### src/rtl/seq_multiplier_if.sv
// Operand/result bundle for the sequential multiplier.
// The master drives the request side and the slave is the multiplier.
interface seq_multiplier_if #(
  parameter int N = 24
);
  logic         start;
  logic [N-1:0] A;
  logic [N-1:0] B;
  logic         busy;
  logic         done;
  logic [N-1:0] R_lo;
  logic [N-1:0] R_hi;
  logic         Z_flag;
  logic         V_flag;

  modport master (
    output start, A, B,
    input  busy, done, R_lo, R_hi, Z_flag, V_flag
  );

  modport slave (
    input  start, A, B,
    output busy, done, R_lo, R_hi, Z_flag, V_flag
  );
endinterface

### src/rtl/seq_multiplier.sv
// Shift-and-add unsigned multiplier: one multiplier bit per clock,
// N+1 edges from accepted start to the done pulse.
//
// state  | meaning
// IDLE   | waiting for start; operands are latched on the accepting edge
// RUN    | one add/shift per edge, exactly N edges
// DONE   | result registers valid, done high for this single cycle
module seq_multiplier #(
  parameter int N = 24
) (
  input logic          clk,
  input logic          rst,
  seq_multiplier_if.slave bus
);

  localparam int CW = $clog2(N) + 1;

  localparam logic [1:0] S_IDLE = 2'd0;
  localparam logic [1:0] S_RUN  = 2'd1;
  localparam logic [1:0] S_DONE = 2'd2;

  logic [1:0]    r_state;
  logic [N-1:0]  r_m;
  logic [N-1:0]  r_q;
  logic [N-1:0]  r_p;
  logic [CW-1:0] r_cnt;

  logic [N-1:0]  r_r_lo;
  logic [N-1:0]  r_r_hi;
  logic          r_z;
  logic          r_v;

  logic [N:0]    w_sum;
  logic [N-1:0]  w_p_next;
  logic [N-1:0]  w_q_next;
  logic          w_last;

  // Adder plus one-bit right shift of {carry, P, Q}. The carry-out lands
  // directly in P's MSB on the same edge, so no carry flop outlives an
  // iteration and "clearing carry" is implicit in the shift.
  always_comb begin
    w_sum    = {1'b0, r_p} + (r_q[0] ? {1'b0, r_m} : {(N+1){1'b0}});
    w_p_next = w_sum[N:1];
    w_q_next = {w_sum[0], r_q[N-1:1]};
    w_last   = (r_cnt == CW'(N - 1));
  end

  // Sequencer and datapath registers; start is only looked at in IDLE.
  always_ff @(posedge clk or posedge rst) begin
    if (rst) begin
      r_state <= S_IDLE;
      r_m     <= '0;
      r_q     <= '0;
      r_p     <= '0;
      r_cnt   <= '0;
    end else begin
      case (r_state)
        S_IDLE: begin
          if (bus.start) begin
            r_m     <= bus.A;
            r_q     <= bus.B;
            r_p     <= '0;
            r_cnt   <= '0;
            r_state <= S_RUN;
          end
        end
        S_RUN: begin
          r_p   <= w_p_next;
          r_q   <= w_q_next;
          r_cnt <= r_cnt + CW'(1);
          if (w_last) begin
            r_state <= S_DONE;
          end
        end
        S_DONE: begin
          r_state <= S_IDLE;
        end
        default: begin
          r_state <= S_IDLE;
        end
      endcase
    end
  end

  // Result registers load only on the edge entering DONE, so they hold
  // the previous product through the whole next operation.
  always_ff @(posedge clk or posedge rst) begin
    if (rst) begin
      r_r_lo <= '0;
      r_r_hi <= '0;
      r_z    <= 1'b0;
      r_v    <= 1'b0;
    end else if ((r_state == S_RUN) && w_last) begin
      r_r_lo <= w_q_next;
      r_r_hi <= w_p_next;
      r_z    <= ~(|w_p_next) & ~(|w_q_next);
      r_v    <= |w_p_next;
    end
  end

  assign bus.busy   = (r_state == S_RUN) || (r_state == S_DONE);
  assign bus.done   = (r_state == S_DONE);
  assign bus.R_lo   = r_r_lo;
  assign bus.R_hi   = r_r_hi;
  assign bus.Z_flag = r_z;
  assign bus.V_flag = r_v;

endmodule
### src/flat_wrapper.sv
// flat-port wrapper written by rule: the top's interface ports become plain ports
module seq_multiplier_flat 
#(
  parameter int N = 24
)
  (clk, rst, bus_start, bus_A, bus_B, bus_busy, bus_done, bus_R_lo, bus_R_hi, bus_Z_flag, bus_V_flag);
  seq_multiplier_if #(.N(N)) bus_i ();
  input logic clk;
  input logic rst;
  input wire logic [$bits(bus_i.start)-1:0] bus_start;
  input wire logic [$bits(bus_i.A)-1:0] bus_A;
  input wire logic [$bits(bus_i.B)-1:0] bus_B;
  output wire logic [$bits(bus_i.busy)-1:0] bus_busy;
  output wire logic [$bits(bus_i.done)-1:0] bus_done;
  output wire logic [$bits(bus_i.R_lo)-1:0] bus_R_lo;
  output wire logic [$bits(bus_i.R_hi)-1:0] bus_R_hi;
  output wire logic [$bits(bus_i.Z_flag)-1:0] bus_Z_flag;
  output wire logic [$bits(bus_i.V_flag)-1:0] bus_V_flag;
  assign bus_i.start = bus_start;
  assign bus_i.A = bus_A;
  assign bus_i.B = bus_B;
  assign bus_busy = bus_i.busy;
  assign bus_done = bus_i.done;
  assign bus_R_lo = bus_i.R_lo;
  assign bus_R_hi = bus_i.R_hi;
  assign bus_Z_flag = bus_i.Z_flag;
  assign bus_V_flag = bus_i.V_flag;
  seq_multiplier #(.N(N)) u_core (.clk(clk), .rst(rst), .bus(bus_i));
endmodule
### config.mk
export PLATFORM = sky130hd
export DESIGN_NAME = seq_multiplier_flat
export DESIGN_NICKNAME = d
export VERILOG_FILES = /design/src/rtl/seq_multiplier_if.sv /design/src/rtl/seq_multiplier.sv /design/src/flat_wrapper.sv
export SDC_FILE = /design/constraint.sdc
export NUM_CORES = 1
export LEC_CHECK = 0
export ABC_AREA = 1
export CORE_MARGIN = 2
export CORE_UTILIZATION = 55
export CTS_CLUSTER_SIZE = 12
export DETAILED_ROUTE_END_ITERATION = 6
export PLACE_DENSITY = 0.81
export SYNTH_ARGS = -nofsm -noshare
export SYNTH_HDL_FRONTEND = slang
export SYNTH_SLANG_ARGS = --single-unit
export TNS_END_PERCENT = 1
### constraint.sdc
create_clock -name clk -period 6.2 [get_ports clk]
set_input_delay 1.86 -clock clk [delete_from_list [all_inputs] [get_ports clk]]
set_output_delay 1.86 -clock clk [all_outputs]
set_load 0.01 [all_outputs]
# ---- After elaboration in Yosys (flattened, before gate mapping)
# Index checks and enable logic that the tools add are counted.
dict set report word_totals {
  register_bits 130
  output_inout_bits 52
  elab_cells 38
}
dict set report op_classes {
  n_addsub 2
  n_eq_ne 5
  n_mux 10
  bitwise 3
  reduce_logical 9
}
# operator n
set op_table {}
lappend op_table {{24-bit one-hot mux with 2 select lines} 2}
lappend op_table {{24-bit 2-to-1 mux} 3}
lappend op_table {{24-bit OR reduction} 2}
lappend op_table {{24-bit by 25-bit adder with 25-bit output} 1}
lappend op_table {{6-bit one-hot mux with 2 select lines} 1}
lappend op_table {{6-bit by 1-bit adder with 6-bit output (second input constant)} 1}
lappend op_table {{6-bit by 5-bit == test with 1-bit output (second input constant)} 1}
lappend op_table {{6-bit 2-to-1 mux} 1}
lappend op_table {{2-bit AND reduction} 3}
lappend op_table {{2-bit 2-to-1 mux} 2}
lappend op_table {{2-bit one-hot mux with 2 select lines} 1}
lappend op_table {{2-bit by 1-bit == test with 1-bit output (second input constant)} 1}
lappend op_table {{2-bit == test (second input constant)} 1}
lappend op_table {{2-bit logical NOT} 1}
lappend op_table {{2-bit by 1-bit != test with 1-bit output (second input constant)} 1}
lappend op_table {{2-bit != test (second input constant)} 1}
lappend op_table {{1-bit NOT} 2}
lappend op_table {{2-bit nonzero test} 1}
lappend op_table {{1-bit AND} 1}
lappend op_table {{1-bit logical AND} 1}
lappend op_table {{1-bit logical OR} 1}

# ---- Logic depth before layout (Yosys ltp)
dict set report logic_depth {
  depth_word 5
  mapped_depth 21
  ltp_nobuf 19
}

# ---- Worst setup path before layout
# OpenSTA, ideal clock, no wires.
dict set report synth_path {
  path_type {input -> register}
  start {input bus_start}
  end {register u_core.r_q[11]}
  setup_ns 0.131
  arrival_time_ns 2.864
  t_required_ns 6.069
  slack_ns 3.205
  stages 8
  cell_sequence {nand2_1 > inv_2 > a21oi_1 > inv_2 > buf_2 > buf_2 > o211ai_1 > o21ai_0}
}
dict set report synth_via {
  elab_chain_len 2
}
# item line_no
set synth_lines {}
lappend synth_lines {{from (decl)} flat_wrapper.sv:10} ;# input wire logic [$bits(bus_i.start)-1:0] bus_start;
lappend synth_lines {{2-bit != test (no line)} --}
lappend synth_lines {{2-bit AND reduction (no line)} --}
lappend synth_lines {{to (signal assigned)} seq_multiplier.sv:61} ;# r_q <= bus.B;
lappend synth_lines {{to (signal assigned)} seq_multiplier.sv:69} ;# r_q <= w_q_next;
lappend synth_lines {{to (decl)} seq_multiplier.sv:24} ;# logic [N-1:0] r_q;
# No other way between the ends.
# A chain may end at the register's enable or synchronous reset.

# ---- Final worst setup path
dict set report layout_path {
  start {input bus_start}
  end {register u_core.r_cnt[5]}
}
dict set report layout_via {
  elab_chain_len 2
}
# item line_no
set layout_lines {}
lappend layout_lines {{2-bit != test (no line)} --}
lappend layout_lines {{2-bit AND reduction (no line)} --}
lappend layout_lines {{to (signal assigned)} seq_multiplier.sv:70} ;# r_cnt <= r_cnt + CW'(1);
lappend layout_lines {{to (decl)} seq_multiplier.sv:26} ;# logic [CW-1:0] r_cnt;
# No other way between the ends.

==> flow_summary.ini <==
[status]
outcome = completed

[critical_path]
cp-end-kind = register
criticalPathCategory = in -> reg
worst-path-max-fanout = 49
crit_family = buffers and inverters
cp-start-kind = input pin
cp.required_ps = 6500
ff2ff_setup_slack_ps = 2980
path_cells = clkdlybuf4s50_1, nand2_1, buf_4, inv_2, a21oi_2, buf_4, inv_2, nand3_1, nor2_1, xnor2_1, nor2_1
max_stage_delay_ps = 540
cp.arrival_ps = 4420
critPathBufInv = 5
cpMaxStageDelayCell = inv_2

[sta]
tns_ps = 0
period_share = 0.6650
report.final.slew_viol_count = 0
final.setup_skew_ps = 10.64
period_minus_slack_ps = 4123
worstMarginPinSlew_ps = 968.0
hold_viol = 0
finalSetupViolCount = 0
relSlewSlack = 0.3546
rsz0062_at_grt = no
fin_ws_ps = 2077
max_freq_mhz = 242.5

[clock_network]
cts_tree = built
clkTransAtPathRegs_ps = 50
ctsHoldBuffers = 0
ctsResizeCount = 0
cts_buffers = 17
post_cts_buffers = 0
clockRootBuffer = clkbuf_16
htree_levels = 4
clk_path_buf_depth = 2
clk_latency_ps = 430
cts_sinks = 130

[detailed_routing]
drt-pass1-iter-count = 5
final_antenna_net_count = 0
dr.first_iter.drc_count = 438
drc = 0
routed_via_density = 5.190
wire_per_inst_um = 14.12
num_vias = 6706
wirelength_um = 18240

[power_and_ir_drop]
peakVddDrop_v = 0.0002402
power.leakage_nw = 4.733
p_per_area_mw_per_mm2 = 444.5

[grt]
grt_pass1_wl_um = 31080
grt_use_total = 0.2734
grt_pass1_vias = 6563
grt_max_degree = 76
gr-total-overflow = 0
antenna_found_initial = 0

[floorplan]
die_area_mm2 = 0.01416
core_area_mm2 = 0.01309
die_w_um = 119.0
io_pins = 103
fp.dieH_um = 119.0
start_util = 0.5560
rows = 42

[synthesis]
yosysWarnings = 0
yosysUniqueCellTypes = 31
ys_seq_elements = 130
netlist_area_mm2 = 0.007276
synthCells = 1012
synth_nets = 1092
seq_area_frac_synth = 0.4471
synth_area_per_cell_um2 = 7.189

[placed_design]
dpl.hpwl_um = 12920
place.gp.congestion = 0.9241
numPortBuffers = 102
post-place-ws_ps = 1660

[hold_path]
hp-class = reg -> reg

[flow_run]
drv_cap = 0

[cells_and_area]
drive_gt1_frac = 0.05914
fin_nets = 1184
synthToLayoutAreaGrowth_pct = 24.37
antenna_cells = 0
through the flow:
stage               instance area, um2    util  std cells  hold WS (ps)  total power [W]
CTS                               9049  0.6915       1292         480.7         0.004021
global placement                  8441  0.6451       1261         461.7         0.002904
detailed placement                8441  0.6451       1261         464.8         0.002954
finish                            9049  0.6915       1292         479.9         0.004022
global route                      9049  0.6915       1292         504.4         0.004331
floorplan                         7276       -       1012         448.7         0.002459
final cells by class:
type	count	area, um2
Multi-Input combinational cell	689	3309
Sequential cell	130	3253
Fill cell	1039	4036
Clock inverter	12	155.1
Tap cell	176	220.2
Timing Repair Buffer	107	1059
Inverter	159	599.3
Clock buffer	19	452.9
worst reg2reg max path: stages, from the launching register on:
cell and delay, ps:
dfrtp_1 710, nand2_1 170, inv_1 50, ha_1 230, fa_1 490, nand2_2 130, nand2_1 80, nand3_1 120
nand2_1 90, nand2_1 90, nand2_1 90, a21oi_1 280, nand3_1 110, nor2_1 240, nand3_1 120, nand2_1 70
nand2_1 50
cells in the final DEF (no fill, tap or decap), types with 8 or more instances in the layout:
| cell | count |
|---|---|
| nand4_1 | 15 |
| nand2_1 | 393 |
| a21oi_1 | 19 |
| nand3_1 | 37 |
| inv_2 | 8 |
| dfrtp_1 | 130 |
| o211ai_1 | 24 |
| nor2_1 | 32 |
| ha_1 | 27 |
| nor2_2 | 9 |
| clkbuf_16 | 17 |
| inv_1 | 148 |
| clkdlybuf4s50_1 | 102 |
| o21ai_0 | 95 |
cell families after synthesis:
| kind of cell | synth area share |
|---|---|
| compound gates | 0.1109 |
| xor+xnor | 0.001204 |
| fa+ha+maj | 0.05090 |
| buf+inv | 0.1006 |
| flops | 0.4471 |
| simple gates | 0.2893 |
power breakdown:
| part | leakage [nW] | internal (W) | switching, W |
|---|---|---|---|
| registers | 1.71 | 0.00111 | 0.000168 |
| clock network | 0.296 | 0.000653 | 0.000386 |
| logic | 2.73 | 0.000576 | 0.00113 |
| total | 4.73 | 0.00234 | 0.00168 |
path summary, 6_finish.rpt:
check,from,to,cells past startpoint
max,bus_start,u_core.r_cnt[5],11
min,u_core.r_m[19],u_core.r_m[19],2
max reg2reg,u_core.r_q[0],u_core.bus.V_flag,16
min reg2reg,u_core.r_m[19],u_core.r_m[19],2
max in group asynchronous,rst,u_core.r_p[20],3
min in group asynchronous,rst,u_core.bus.R_hi[0],2
flip-flops by register name, summed over array words and instances, names as in the netlist:
name,flops
u_core.r_q,24
u_core.r_state,2
u_core.bus.Z_flag,1
u_core.bus.V_flag,1
u_core.r_cnt,6
u_core.r_m,24
u_core.bus.R_hi,24
u_core.r_p,24
u_core.bus.R_lo,24
synthesized netlist by cell type:
| master | n | share of area |
|---|---|---|
| o21ai_0 | 95 | 0.065 |
| o21bai_1 | 1 | 0.0010 |
| buf_2 | 6 | 0.0041 |
| ha_1 | 28 | 0.048 |
| clkinv_1 | 2 | 0.0010 |
| nand2_2 | 6 | 0.0052 |
| o21ai_1 | 3 | 0.0021 |
| nor4_1 | 6 | 0.0052 |
| nor3b_1 | 1 | 0.0010 |
| nand3_1 | 38 | 0.026 |
| inv_2 | 8 | 0.0041 |
| o21a_1 | 1 | 0.0010 |
| a31oi_1 | 1 | 0.00086 |
| dfrtp_1 | 130 | 0.45 |
| nand3_2 | 1 | 0.0014 |
| nand4_1 | 15 | 0.013 |
| and2_1 | 2 | 0.0017 |
| fa_1 | 1 | 0.0028 |
| nand3b_1 | 5 | 0.0052 |
| clkbuf_1 | 28 | 0.014 |
| nor2_1 | 32 | 0.017 |
| a21oi_1 | 20 | 0.014 |
| inv_1 | 149 | 0.077 |
| nor3_1 | 3 | 0.0021 |
| nor2_2 | 9 | 0.0077 |
| o22ai_1 | 1 | 0.00086 |
| o211ai_1 | 24 | 0.025 |
| xnor2_1 | 1 | 0.0012 |
| nor2_4 | 1 | 0.0015 |
| a21oi_2 | 1 | 0.0012 |
| nand2_1 | 393 | 0.20 |
layer usage:
metal  vias to the layer above  wire, um  GRT usage
met5                         -         0          0
met4                         0       346    0.08259
met3                        28      1159    0.06657
met2                       184      8678     0.4526
met1                      3146      8058     0.3568
li1                       3348         -          -
(Power assumes the default switching activity.)
